### config.mk
export PLATFORM = sky130hd
export DESIGN_NAME = if_fetch_unit
export DESIGN_NICKNAME = d
export VERILOG_FILES = /design/src/rtl/if_fetch_unit.sv
export SDC_FILE = /design/constraint.sdc
export NUM_CORES = 1
export LEC_CHECK = 0
export ABC_AREA = 1
export CORE_MARGIN = 1.5
export CORE_UTILIZATION = 45
export CTS_BUF_LIST = sky130_fd_sc_hd__clkbuf_4
export DETAILED_ROUTE_END_ITERATION = 16
export GPL_ROUTABILITY_DRIVEN = 1
export GPL_TIMING_DRIVEN = 1
export MAX_ROUTING_LAYER = met4
export PLACE_DENSITY = 0.72
export SLEW_MARGIN = 20
export SYNTH_ARGS = -nofsm -noshare
export SYNTH_HDL_FRONTEND = slang
export SYNTH_SLANG_ARGS = --single-unit
### constraint.sdc
create_clock -name clk -period 13.27 [get_ports clk]
set_clock_uncertainty 0.2 [all_clocks]
set_input_delay 1.9905 -clock clk [delete_from_list [all_inputs] [get_ports clk]]
set_output_delay 1.9905 -clock clk [all_outputs]
set_load 0.1 [all_outputs]
### src/rtl/if_fetch_unit.sv
`default_nettype none
// +--------------------------------------------------------------------------+
// | Module      : if_fetch_unit                                              |
// | Description : Instruction-fetch front end. Owns the PC, drives the       |
// |               synchronous instruction SRAM and fills the IF/ID register. |
// |               A skid register keeps SRAM read data alive across stalls.  |
// | Options     : FETCH_PERF_CNT_EN adds fetch/stall/flush event counters.   |
// | Revision    : 1.0 - initial release                                      |
// +--------------------------------------------------------------------------+
module if_fetch_unit #(
  parameter logic [31:0] RESET_PC = 32'h0000_0000,
  parameter logic [31:0] NOP_INST = 32'h0000_0013
) (
  input  logic        clk,
  input  logic        rst,
  input  logic        pc_stall,
  input  logic        if_id_stall,
  input  logic        im_flush,
  input  logic        branch_taken,
  input  logic [31:0] branch_target,
  output logic [31:0] im_addr,
  output logic        im_cs,
  input  logic [31:0] im_dout,
  output logic [31:0] if_id_pc,
  output logic [31:0] if_id_inst,
  output logic        if_id_valid
`ifdef FETCH_PERF_CNT_EN
  ,
  output logic [31:0] perf_fetch_cnt,
  output logic [31:0] perf_stall_cnt,
  output logic [31:0] perf_flush_cnt
`endif
);

  localparam logic [31:0] C_PC_RESET = {RESET_PC[31:2], 2'b00};

  typedef enum logic [1:0] {
    ST_BOOT = 2'd0,
    ST_RUN  = 2'd1,
    ST_HOLD = 2'd2
  } state_t;

  state_t      r_state;
  state_t      w_state_nxt;
  logic [31:0] r_pc;
  logic [31:0] r_fetch_pc;
  logic        r_fetch_vld;
  logic [31:0] r_skid_inst;
  logic        r_skid_vld;
  logic        w_kill;
  logic        w_capture;
  logic        w_skid_clr;
  logic        w_load_valid;
  logic [31:0] w_avail_inst;
  logic [31:0] w_target;

  // A redirect or flush both kill whatever is about to enter IF/ID.
  assign w_kill       = branch_taken | im_flush;
  // All target bits take part; the low two are simply masked off.
  assign w_target     = branch_target & 32'hFFFF_FFFC;
  // While holding, the SRAM output already belongs to the next PC, so the
  // captured copy is the real data for fetch_pc.
  assign w_avail_inst = r_skid_vld ? r_skid_inst : im_dout;
  assign w_load_valid = ~w_kill & ~if_id_stall & r_fetch_vld;
  assign im_addr      = r_pc;
  assign im_cs        = (r_state != ST_BOOT);

  // State register: BOOT lasts one cycle after reset, then RUN/HOLD.
  always_ff @(posedge clk or posedge rst) begin
    if (rst) r_state <= ST_BOOT;
    else     r_state <= w_state_nxt;
  end

  // Next-state logic plus the skid capture/clear strobes.
  always_comb begin
    w_state_nxt = r_state;
    w_capture   = 1'b0;
    w_skid_clr  = 1'b0;
    case (r_state)
      ST_BOOT: w_state_nxt = ST_RUN;
      ST_RUN: begin
        if (if_id_stall && r_fetch_vld && !w_kill) begin
          w_state_nxt = ST_HOLD;
          w_capture   = 1'b1;
        end
      end
      ST_HOLD: begin
        if (!if_id_stall || w_kill) begin
          w_state_nxt = ST_RUN;
          w_skid_clr  = 1'b1;
        end
      end
      default: w_state_nxt = ST_BOOT;
    endcase
    if (w_kill) w_skid_clr = 1'b1;
  end

  // PC and fetch tracking: redirect beats stall, stall freezes both.
  always_ff @(posedge clk or posedge rst) begin
    if (rst) begin
      r_pc        <= C_PC_RESET;
      r_fetch_pc  <= C_PC_RESET;
      r_fetch_vld <= 1'b0;
    end else if (r_state != ST_BOOT) begin
      if (branch_taken) begin
        r_pc        <= w_target;
        r_fetch_pc  <= r_pc;
        r_fetch_vld <= 1'b0;
      end else if (!pc_stall) begin
        r_pc        <= r_pc + 32'd4;
        r_fetch_pc  <= r_pc;
        r_fetch_vld <= 1'b1;
      end
    end
  end

  // Skid register: grab SRAM data when entering HOLD, drop it on exit/kill.
  always_ff @(posedge clk or posedge rst) begin
    if (rst) begin
      r_skid_inst <= NOP_INST;
      r_skid_vld  <= 1'b0;
    end else if (w_capture) begin
      r_skid_inst <= im_dout;
      r_skid_vld  <= 1'b1;
    end else if (w_skid_clr) begin
      r_skid_vld  <= 1'b0;
    end
  end

  // IF/ID register: kill, then hold, then load real instruction or bubble.
  always_ff @(posedge clk or posedge rst) begin
    if (rst) begin
      if_id_pc    <= 32'd0;
      if_id_inst  <= NOP_INST;
      if_id_valid <= 1'b0;
    end else if (w_kill) begin
      if_id_inst  <= NOP_INST;
      if_id_valid <= 1'b0;
    end else if (w_load_valid) begin
      if_id_pc    <= r_fetch_pc;
      if_id_inst  <= w_avail_inst;
      if_id_valid <= 1'b1;
    end else if (!if_id_stall) begin
      if_id_inst  <= NOP_INST;
      if_id_valid <= 1'b0;
    end
  end

`ifdef FETCH_PERF_CNT_EN
  // Free-running event counters, wrapping at 2^32.
  always_ff @(posedge clk or posedge rst) begin
    if (rst) begin
      perf_fetch_cnt <= 32'd0;
      perf_stall_cnt <= 32'd0;
      perf_flush_cnt <= 32'd0;
    end else begin
      if (w_load_valid) perf_fetch_cnt <= perf_fetch_cnt + 32'd1;
      if (if_id_stall)  perf_stall_cnt <= perf_stall_cnt + 32'd1;
      if (w_kill)       perf_flush_cnt <= perf_flush_cnt + 32'd1;
    end
  end
`endif

endmodule
`default_nettype wire

Word-level counts from Yosys, hierarchy flattened:

Index checks and enable logic that the tools add are counted.

* multiplexer cells: 23
* reductions and logical operators: 11
* eq/ne operators: 6
* bitwise gates (word level): 5
* add/sub/neg operators: 1

Operator list (number)
* 2-to-1 mux 32 bit: 8
* adder 32 x 3 -> 32 bit, second input constant: 1
* 2-to-1 mux 1 bit: 12
* case mux 2 bit (3 select lines): 1
* AND reduction 2 bit: 3
* 2-to-1 mux 2 bit: 2
* inequality test 2 bit, second input constant: 2
* nonzero test 2 bit: 2
* inequality test 3 x 1 -> 1 bit, second input constant: 1
* bitwise AND 1 bit: 2
* == test 2 x 1 -> 1 bit, second input constant: 1
* == test 2 bit, second input constant: 1
* logical AND 1 bit: 2
* zero test 1 bit: 2
* zero test 2 bit: 1
* inequality test 2 x 1 -> 1 bit, second input constant: 1
* NOT 1 bit: 2
* logical OR 1 bit: 1
* OR 1 bit: 1

* register bits after elaboration: 165
* bits of input ports: 70
* logic and storage cells: 55
* output and inout port bits: 98

Longest topological paths before layout:

* depth after elaboration: 7
* mapped depth: 10

Worst setup path before layout:

OpenSTA, ideal clock, no wires.

* kind: input -> register
* start: input port branch_taken
* end: register if_id_pc[11]
* setup slack: 10024 ps
* path buffers: 2
* stages on the path: 7
* arrival: 2921 ps
* setup time: 125 ps
* cell sequence: buf_6 -> nor2_4 -> inv_2 -> nor2_8 -> nand2_4 -> buf_6 -> mux2_4

* word-level cells in the longest chain between the ends: 5

RTL lines
* start, declared: RTL line 19 `input logic branch_taken,`
* OR 1 bit *: RTL line 58 `assign w_kill = branch_taken | im_flush;`
* NOT 1 bit (no line) *
* bitwise AND 1 bit (2 in a row): RTL line 64 `assign w_load_valid = ~w_kill & ~if_id_stall & r_fetch_vld;`
* AND reduction 2 bit (no line) *
* end signal, assigned: RTL line 140 `if_id_pc <= r_fetch_pc;`
* end, declared: RTL line 24 `output logic [31:0] if_id_pc,`

Every way passes the cells marked *; elsewhere a longest branch is shown, timed or not.
A chain may end at the register's enable or synchronous reset.

Worst setup path in the final report:

* start: register r_state[1]
* end: output port im_cs

* word-level cells in the longest chain between the ends: 1

RTL lines
* start, declared: RTL line 43 `state_t r_state;`
* start signal, assigned: RTL line 71 `else r_state <= w_state_nxt;`
* nonzero test 2 bit: RTL line 66 `assign im_cs = (r_state != ST_BOOT);`
* end, declared: RTL line 22 `output logic im_cs,`

No other way between the ends.

==> run summary <==
The critical path is of the flop to output pin type. Pin placement for this block handled 168 I/O pins. After synthesis, the most frequently instantiated cells are sky130_fd_sc_hd__nand2_1 (263), sky130_fd_sc_hd__dfrtp_1 (153), sky130_fd_sc_hd__o21ai_0 (130). The height of the die came out at 132.7 um. For the total iterations of the first detailed-routing run, the log shows 5.

The clock latency on the worst-skew pair was 0.57 ns; the synthesized area per cell was 8.399 sq um. The routed length on met1 is 8841 um, and the number of global-route vias before repair is 5910. In this run the worst path has a maximum fanout of 4. The run finished with clean final reports. For the headroom to the max-slew limit, the log shows 30.42%.

The max-cap check violation count was 0; the number of enable-type register cells in the synthesized netlist was 0. Setup violations remaining at the end of the flow were counted as 0. Setup total negative slack on the finished layout was measured at 0 ns. Sequential cells were found to cover 52.68% of the synthesized design area. The global-route wire length before repair is 30150 um. After synthesis, the largest area contributor takes up 50.60% of total cell area. The run gives 0 as the post-route antenna net violation count. In the synthesized netlist the async set-or-reset flop fraction comes to 100.0%.

The H-tree was split into 4 levels. After layout, the worst path uses 34.19% of the clock period. The tools report the total congestion overflow as 0. Final max-slew violation count: 0. The count of synthesis-stage warnings from yosys is 0.

Static timing analysis puts the maximum clock frequency at 220.4 MHz. The final route contains 6287 vias. For the required time at the worst-slack endpoint, the log shows 11.08 ns. The worst min-delay path class is flop to flop. In the final routed layout, each cell accounts on average for 14.26 um. On the final layout, the worst hold slack is 0.2953 ns.

Among all flip-flop cells after synthesis, the most frequent one is sky130_fd_sc_hd__dfrtp_1. The overall routed net length was 18210 um. Once the clock tree was built, the resizer swapped 0 gates to a different size. The run gives 0 as the residual DRC count. The core area was 16520 sq um; the total standard cell area after synthesis was 7567 sq um.

Top routing layer in use: met4. The die covers 17600 sq um. Number of library cell types mapped by synthesis: 32. After clock tree synthesis, the clock-pin slew on the worst setup and hold paths is 0.12 ns. Summed over all cells, the static leakage comes to 4.600 nW. For the finished layout, the period the worst path requires is 4.537 ns. For the placer's final routability congestion estimate, the log shows 0.8983. The tools report the number of cells produced by synthesis as 901. TritonCTS built the clock tree. The post-route netlist has 7.955% of its cells at a drive strength greater than 1. The number of clock buffers added by TritonCTS is 17. The hold buffer count at cts is 0, and the final layout net count is 1114.

The logs give 57.71% for the final design utilization and 0 for the final-report hold violation count. The number of sinks driven by the clock tree was 159. VDD sags by at most 0.2196 mV. After the first detailed-routing iteration, the DRC count stood at 477. Yosys attributes the largest share of cell area to sky130_fd_sc_hd__dfrtp_1 (51%), sky130_fd_sc_hd__nand2_1 (13%), sky130_fd_sc_hd__o21ai_0 (8.6%), sky130_fd_sc_hd__mux2_4 (5.6%), sky130_fd_sc_hd__inv_1 (4.7%). The number of buffers inserted by post-CTS setup repair is 0, and the via count normalized by instance count is 4.923. The tools report the data arrival time of the worst path as 2.35 ns. The pin slew with the least headroom to its limit was 1.040 ns. Setup repair after global routing left no endpoint under its margin. The tree is rooted in a sky130_fd_sc_hd__clkbuf_4. Counting flops and latches in the post-synthesis netlist gives 159.

Ratio of total power to cell area: 257.9 nW/um^2. STA classifies the critical path startpoint as a flop. In the post-synthesis netlist, the cell with the most instances is sky130_fd_sc_hd__nand2_1.

For the placement row count, the log shows 47. The number of I/O port buffers is 161, and the placed wire-length estimate is 12490 um. The kind of capture point of the worst setup path is an output pin. The initial antenna violation count was 1; the amount of wire on met2 after detailed routing was 8133 um. The clock passes through at most 2 buffers. Entering global routing, the biggest net connects 103 pins.

The die width works out to 132.7 um. After detailed routing, the met3 layer carries 992 um of wire. The largest total area in the synthesized netlist belongs to sky130_fd_sc_hd__dfrtp_1. Compared with the post-synthesis result, the final layout area differs by 26.03%.

Once the floorplan was initialized, standard cells occupied 45.79% of the core. Global routing used 22.35% of the available tracks.
area by class of cell:
| type | count | area (sq um) |
|---|---|---|
| antenna | 1 | 2.502 |
| clock buffer | 20 | 150.1 |
| clock inverter | 12 | 143.9 |
| fill | 1491 | 6988 |
| inverter | 96 | 365.4 |
| multi-input combinational | 603 | 2965 |
| sequential | 159 | 3986 |
| tap | 220 | 275.3 |
| timing repair buffer | 166 | 1648 |
logic make-up after synthesis:
logic type / after synthesis / share of synthesized area [%]
AOI/OAI and AO/OA: 180 / 12.29
xor gates and xnor gates: 1 / 0.1158
adders and majority gates: 1 / 0.1653
buffers and inverters: 142 / 8.416
DFF: 159 / 52.68
muxes: 29 / 5.704
other: 1 / 0.04956
and+or+nand+nor: 388 / 20.59
where the power goes:
group	switching (mW)	internal (mW)	total [mW]	leakage, nW
clock	0.166	0.135	0.300	0.155
combinational	1.00	0.341	1.34	2.47
sequential	0.143	0.672	0.815	1.98
layout by cell type (no fill, tap or decap), drive strengths merged:
| cell | instances |
|---|---|
| buf | 6 |
| nor3 | 3 |
| nand3 | 36 |
| clkinv | 7 |
| clkinvlp | 2 |
| a22o | 1 |
| dfrtp | 153 |
| a21oi | 22 |
| nor2 | 82 |
| clkbuf | 20 |
| mux2 | 29 |
| a31oi | 5 |
| inv | 96 |
| nand3b | 1 |
| bufinv | 3 |
| diode | 1 |
| xor2 | 1 |
| conb | 4 |
| ha | 1 |
| o211ai | 5 |
| or2 | 2 |
| nand2 | 264 |
| o22ai | 2 |
| dfstp | 6 |
| clkdlybuf4s50 | 160 |
| o21ai | 145 |
critical path: stages (launching register included):
cell and delay [ns]:
sky130_fd_sc_hd__dfrtp_1 0.42, sky130_fd_sc_hd__or2_2 0.37, sky130_fd_sc_hd__clkdlybuf4s50_1 1.00
registers in the layout, summed over array words and instances (netlist names):
signal       cells
if_id_inst      32
r_state          2
r_skid_inst     32
if_id_valid      1
r_fetch_pc      30
r_skid_vld       1
r_fetch_vld      1
im_addr         30
if_id_pc        30
final timing paths:
| path | endpoint | from | cells past startpoint | slack (ns) |
|---|---|---|---|---|
| max in group asynchronous | r_fetch_pc[5] | rst | 3 | 9.95 |
| hold reg to reg | if_id_inst[19] | if_id_inst[19] | 2 | 0.30 |
| hold / removal | if_id_inst[19] | if_id_inst[19] | 2 | 0.30 |
| setup reg to reg | im_addr[2] | r_state[1] | 6 | 10.98 |
| min in group asynchronous | if_id_pc[18] | rst | 2 | 1.70 |
| setup / recovery | im_cs | r_state[1] | 2 | 8.73 |
per-stage QoR:
step | cell area, sq um | cells | power (mW) | setup WS, ns
2_1_floorplan | 7579 | 904 | 1.836 | 6.798
3_3_place_gp | 9241 | 1244 | 2.145 | 8.335
3_5_place_dp | 9241 | 1244 | 2.168 | 8.261
4_1_cts | 9535 | 1276 | 2.475 | 8.682
5_1_grt | 9537 | 1277 | 2.597 | 8.635
6_report | 9537 | 1277 | 2.459 | 8.733
metal layers:
layer / track usage (%) / up-vias
met2: 32.08 / 194
met4: 6.288 / 0
met5: - / -
li1: - / 3151
met1: 31.83 / 2922
met3: 5.134 / 20
(Power assumes the default switching activity.)
==> patch 1, RTL diff (config.mk and constraints unchanged) <==
Build with the macro `FETCH_PERF_CNT_EN` defined.
--- a/src/rtl/if_fetch_unit.sv
+++ b/src/rtl/if_fetch_unit.sv
@@ -7,6 +7,8 @@
 // | Options     : FETCH_PERF_CNT_EN adds fetch/stall/flush event counters.   |
 // | Revision    : 1.0 - initial release                                      |
 // +--------------------------------------------------------------------------+
+`define FETCH_PERF_CNT_EN
+
 module if_fetch_unit #(
   parameter logic [31:0] RESET_PC = 32'h0000_0000,
   parameter logic [31:0] NOP_INST = 32'h0000_0013
Formal check against the unedited RTL (old outputs only; new: perf_fetch_cnt, perf_flush_cnt and perf_stall_cnt): equivalent (equiv_simple and equiv_induct, registers matched by name and starting in step).
==> patch 1 against the original RTL <==
  * Routed wire length up 86%
  * Total power is 44% higher
  * Count of clock-buffer cells in the layout grew 83
  * Final area up 74%
  * Area after synthesis rose by 70%
  * Combinational power rose by 21%
  * Sequential cell count grew 96
  * Setup slack worse by 0.27 ns
  * Critical path type is now primary input to flop
  * Critical endpoint is now perf_fetch_cnt[2]
  * Largest cell class unchanged
  * Largest power group unchanged
==> patch 1: results (changes against the original RTL) <==
[critical_path]
ff2ff_path_depth = 4  ; -2
arrival_ns = 5.15  ; +2.80 ns
crit_fanout = 73  ; +69

[clocking]
cts_buffers = 70  ; +53
cts_buffer_depth = 3  ; +1
path_clk_slew_ns = 0.07  ; -0.05 ns
cts-resized-gates = 0  ; unchanged
cts_setup_buffers = 0  ; unchanged
clkLatencyLatePin_ns = 0.67  ; +0.10 ns
cts_max_level = 3  ; -1

[yosys]
synth_area_leaders = dfrtp_1 49%, nand2_1 18%, nor2_1 4.8%
syn_avg_cell_area_um2 = 7.719  ; -8.1%
yosysWarnings = 0  ; unchanged
ys_types = 44  ; +38%
synth_common_cells = 610 x nand2_1, 249 x dfrtp_1, 165 x nor2_1, 159 x inv_1, 84 x o21ai_0
synth_seq_area_share_pct = 49.74  ; -2.9 points

[route]
drt_wl_total_um = 33950  ; +86%
vias_per_cell = 4.882  ; -0.83%
drt_iter0_markers = 847  ; +78%
met3WireLength_um = 1939  ; +95%
wl_met1_um = 15650  ; +77%

[run_status]
status = complete, no violations

[global_routing]
grt_pass1_vias = 11060  ; +87%
grtUsageTotal_pct = 24.05  ; +1.7 points
use_met2_pct = 37.66  ; +5.6 points
grt_pass1_wl_um = 55120  ; +83%
grtUsageMet3_pct = 4.486  ; -0.65 points
grt_max_degree = 104  ; +0.97%
grtUsageMet1_pct = 31.95  ; +0.12 points

[sta]
max_slew_margin_pct = 27.50  ; -2.9 points

[placement]
routabilityCongestion = 0.8924  ; -0.66%
portBuffers = 257  ; +60%
placed_cells = 2256  ; +81%
pre_cts_slack_ns = 7.719  ; -0.5421 ns
dpl.hpwl_um = 23820  ; +91%

[pwr]
ir_worst_vdd_v = 0.0002330  ; +6.1%
combPwrFrac_pct = 45.9  ; -8.7 points
p_leak_nw = 7.880  ; +71%
switching_share_pct = 50.20  ; -3.1 points
report.power.total_mw = 3.532  ; +44%
p_clk_mw = 0.723  ; +140%

[layout]
drive_gt1_share_pct = 9.200  ; +1.2 points
finish.net_count = 2024  ; +82%
final_cells = 2379  ; +86%

-- patch 1: cell count changes after synthesis, sizes merged, moves of 18 or more --
cell,delta
dfrtp,+96
inv,+72
mux2,-26
nand2,+355
nand3,+34
nand4,+18
nor2,+115
xnor2,+24
xor2,+39
-- patch 1: worst max-delay path, stage by stage --
cell	delay, ns
clkdlybuf4s50_1	0.40
buf_4	0.24
nor2_8	0.37
nand3_4	0.81
inv_2	0.99
nand2_1	0.14
xnor2_1	0.16
-- patch 1: area by class of cell --
class / instances / area, um2
Fill cell: 2551 / 11340
Tap cell: 378 / 473.0
Multi-Input combinational cell: 1190 / 5547
Sequential cell: 255 / 6389
Timing Repair Buffer: 263 / 2621
Inverter: 170 / 650.6
Antenna cell: 1 / 2.502
Clock inverter: 19 / 133.9
Clock buffer: 103 / 773.2
-- patch 1: cell families after synthesis --
group,synth area share (%)
compound gates,7.150
simple gates,30.90
mux,0.2630
buf+inv,7.169
other cells,0.02919
flops,49.74
fa+ha+maj,0.3897
xor+xnor,4.364
-- patch 1: final timing paths --
| path | startpoint | end | slack, ns |
|---|---|---|---|
| hold reg to reg | r_fetch_pc[17] | if_id_pc[17] | 0.25 |
| max in group asynchronous | rst | if_id_pc[29] | 9.73 |
| setup / recovery | branch_taken | perf_fetch_cnt[2] | 8.46 |
| setup reg to reg | r_fetch_vld | perf_fetch_cnt[2] | 10.46 |
| min in group asynchronous | rst | perf_flush_cnt[31] | 1.68 |
| hold / removal | r_fetch_pc[17] | if_id_pc[17] | 0.25 |
-- patch 1: stage by stage --
stage / hold slack [ns] / utilization (%)
after floorplan: 0.2422 / -
after global placement: 0.2504 / 56.12
after detailed placement: 0.2511 / 56.12
after CTS: 0.2220 / 59.37
after global routing: 0.2675 / 59.39
final: 0.2469 / 59.39
==> patch 2, RTL diff (same settings) <==
Without the edit above. Re-encode `state_t` (3 states) as one-hot, 3 bits wide.
--- a/src/rtl/if_fetch_unit.sv
+++ b/src/rtl/if_fetch_unit.sv
@@ -34,10 +34,10 @@
 
   localparam logic [31:0] C_PC_RESET = {RESET_PC[31:2], 2'b00};
 
-  typedef enum logic [1:0] {
-    ST_BOOT = 2'd0,
-    ST_RUN  = 2'd1,
-    ST_HOLD = 2'd2
+  typedef enum logic [2:0] {
+    ST_BOOT = 3'b001,
+    ST_RUN  = 3'b010,
+    ST_HOLD = 3'b100
   } state_t;
 
   state_t      r_state;
Formal check against the unedited RTL: no difference found for any inputs over 4 cycles, from zero or initial values and one cycle with rst high; so few cycles prove little.
==> patch 2 against the original RTL <==
  * Core utilization is 1.1 points higher
  * Fmax down 8.3%
  * Sequential cell count up 1
  * Total power rose by 1.9%
  * Final area is 0.93% lower
  * Sequential power grew 2%
  * Setup slack worse by 0.41 ns
  * Routed wire length shrank 0.78%
  * Combinational power increased by 4%
  * Register-to-register slack worse by 0.28 ns
  * Area after synthesis down 1.1%
  * Critical path type is now primary input to flop
  * Largest power group unchanged
  * Highest routed layer unchanged
==> patch 2: results (changes against the original RTL) <==
[layout]
regArea_um2 = 4013  ; +0.66%
final_cells = 1329  ; +4.1%
multi_input_area_share_pct = 30.64  ; -0.45 points
num-multi-input-gates = 661  ; +9.6%
final-nonclk-buf-share_pct = 17.45  ; +0.18 points
nClkBuffers = 18  ; -10%
drive_gt1_share_pct = 5.665  ; -2.3 points
finish.net_count = 1171  ; +5.1%

[pwr]
p_leak_nw = 4.557  ; -0.92%
power_switching_mw = 1.392  ; +6.1%
ir_worst_vdd_v = 0.0002278  ; +3.7%

[yosys]
ys_types = 34  ; +6.3%
ys_seq_elements = 160  ; +0.63%
synth_common_cells = 351 x nand2_1, 153 x dfrtp_1, 107 x o21ai_0, 89 x inv_1, 71 x nor2_1
syn-instance-count = 959  ; +6.4%
synth_seq_area_share_pct = 53.61  ; +0.93 points

[clocking]
clkLatencyLatePin_ns = 0.55  ; -0.02 ns
cts_setup_buffers = 0  ; unchanged

[global_routing]
grt_max_degree = 93  ; -9.7%
use_met2_pct = 33.13  ; +1.0 points
grtUsageMet3_pct = 3.845  ; -1.3 points
grtUsageTotal_pct = 22.14  ; -0.21 points
grt_pass1_wl_um = 30150  ; about the same
grt_pass1_vias = 6117  ; +3.5%
grtUsageMet1_pct = 30.68  ; -1.1 points

[route]
drt_iter0_markers = 426  ; -11%
vias_per_cell = 4.922  ; about the same
first_pass_iters = 4  ; -1
drt_wl_total_um = 18060  ; -0.78%

[placement]
pre_cts_slack_ns = 7.741  ; -0.5197 ns
dpl.hpwl_um = 12410  ; -0.62%
place_area_um2 = 9186  ; -0.60%
routabilityCongestion = 0.8744  ; -2.7%

[critical_path]
rrSetupSlack_ns = 10.70  ; -0.28 ns
worstSetupPathType = primary input to flop
max_stage_delay_ns = 0.93  ; -0.07 ns
rr_startpoint = r_state[0]
ff2ff_path_depth = 6  ; unchanged
arrival_ns = 5.18  ; +2.83 ns
crit_fanout = 69  ; +65

[worst_hold_path]
hp-start = r_fetch_pc[29]
min_delay_worst_endpoint = if_id_pc[29]

[sta]
fin_ws_ns = 8.323  ; -0.4097 ns
whs_ns = 0.2819  ; -0.01333 ns
tightest_slew_ns = 1.054  ; +0.01348 ns

[run_status]
status = complete, no violations

[floorplan]
rows = 46  ; -2.1%

## patch 2: per-layer routing
layer	share of wire (%)	wire length, um
met2	45	8140
met3	5.7	1026
met4	1.6	285
met5	0	0
met1	48	8611
## patch 2: tightest hold or removal path, delay by kind of cell (launching register included)
family,cells,cell delay (ns)
flip-flops,1,0.36
AND/OR/NAND/NOR,2,0.10
## patch 2: cells by family (layout without fill, tap and decap cells)
family	Yosys count	count (layout)	synth area share, %
AOI/OAI and AO/OA	181	181	12.32
adders and majority gates	1	1	0.1671
buffers and inverters	141	291	7.857
DFF	160	160	53.61
muxes	3	3	0.4513
other	1	5	0.05010
and+or+nand+nor	472	472	25.54
## patch 2: metrics by stage
step                      power [mW]  util (%)
after floorplan                1.892         -
after global placement         2.220     57.21
after detailed placement       2.238     57.21
after CTS                      2.520     58.81
after global routing           2.647     58.84
final                          2.506     58.84
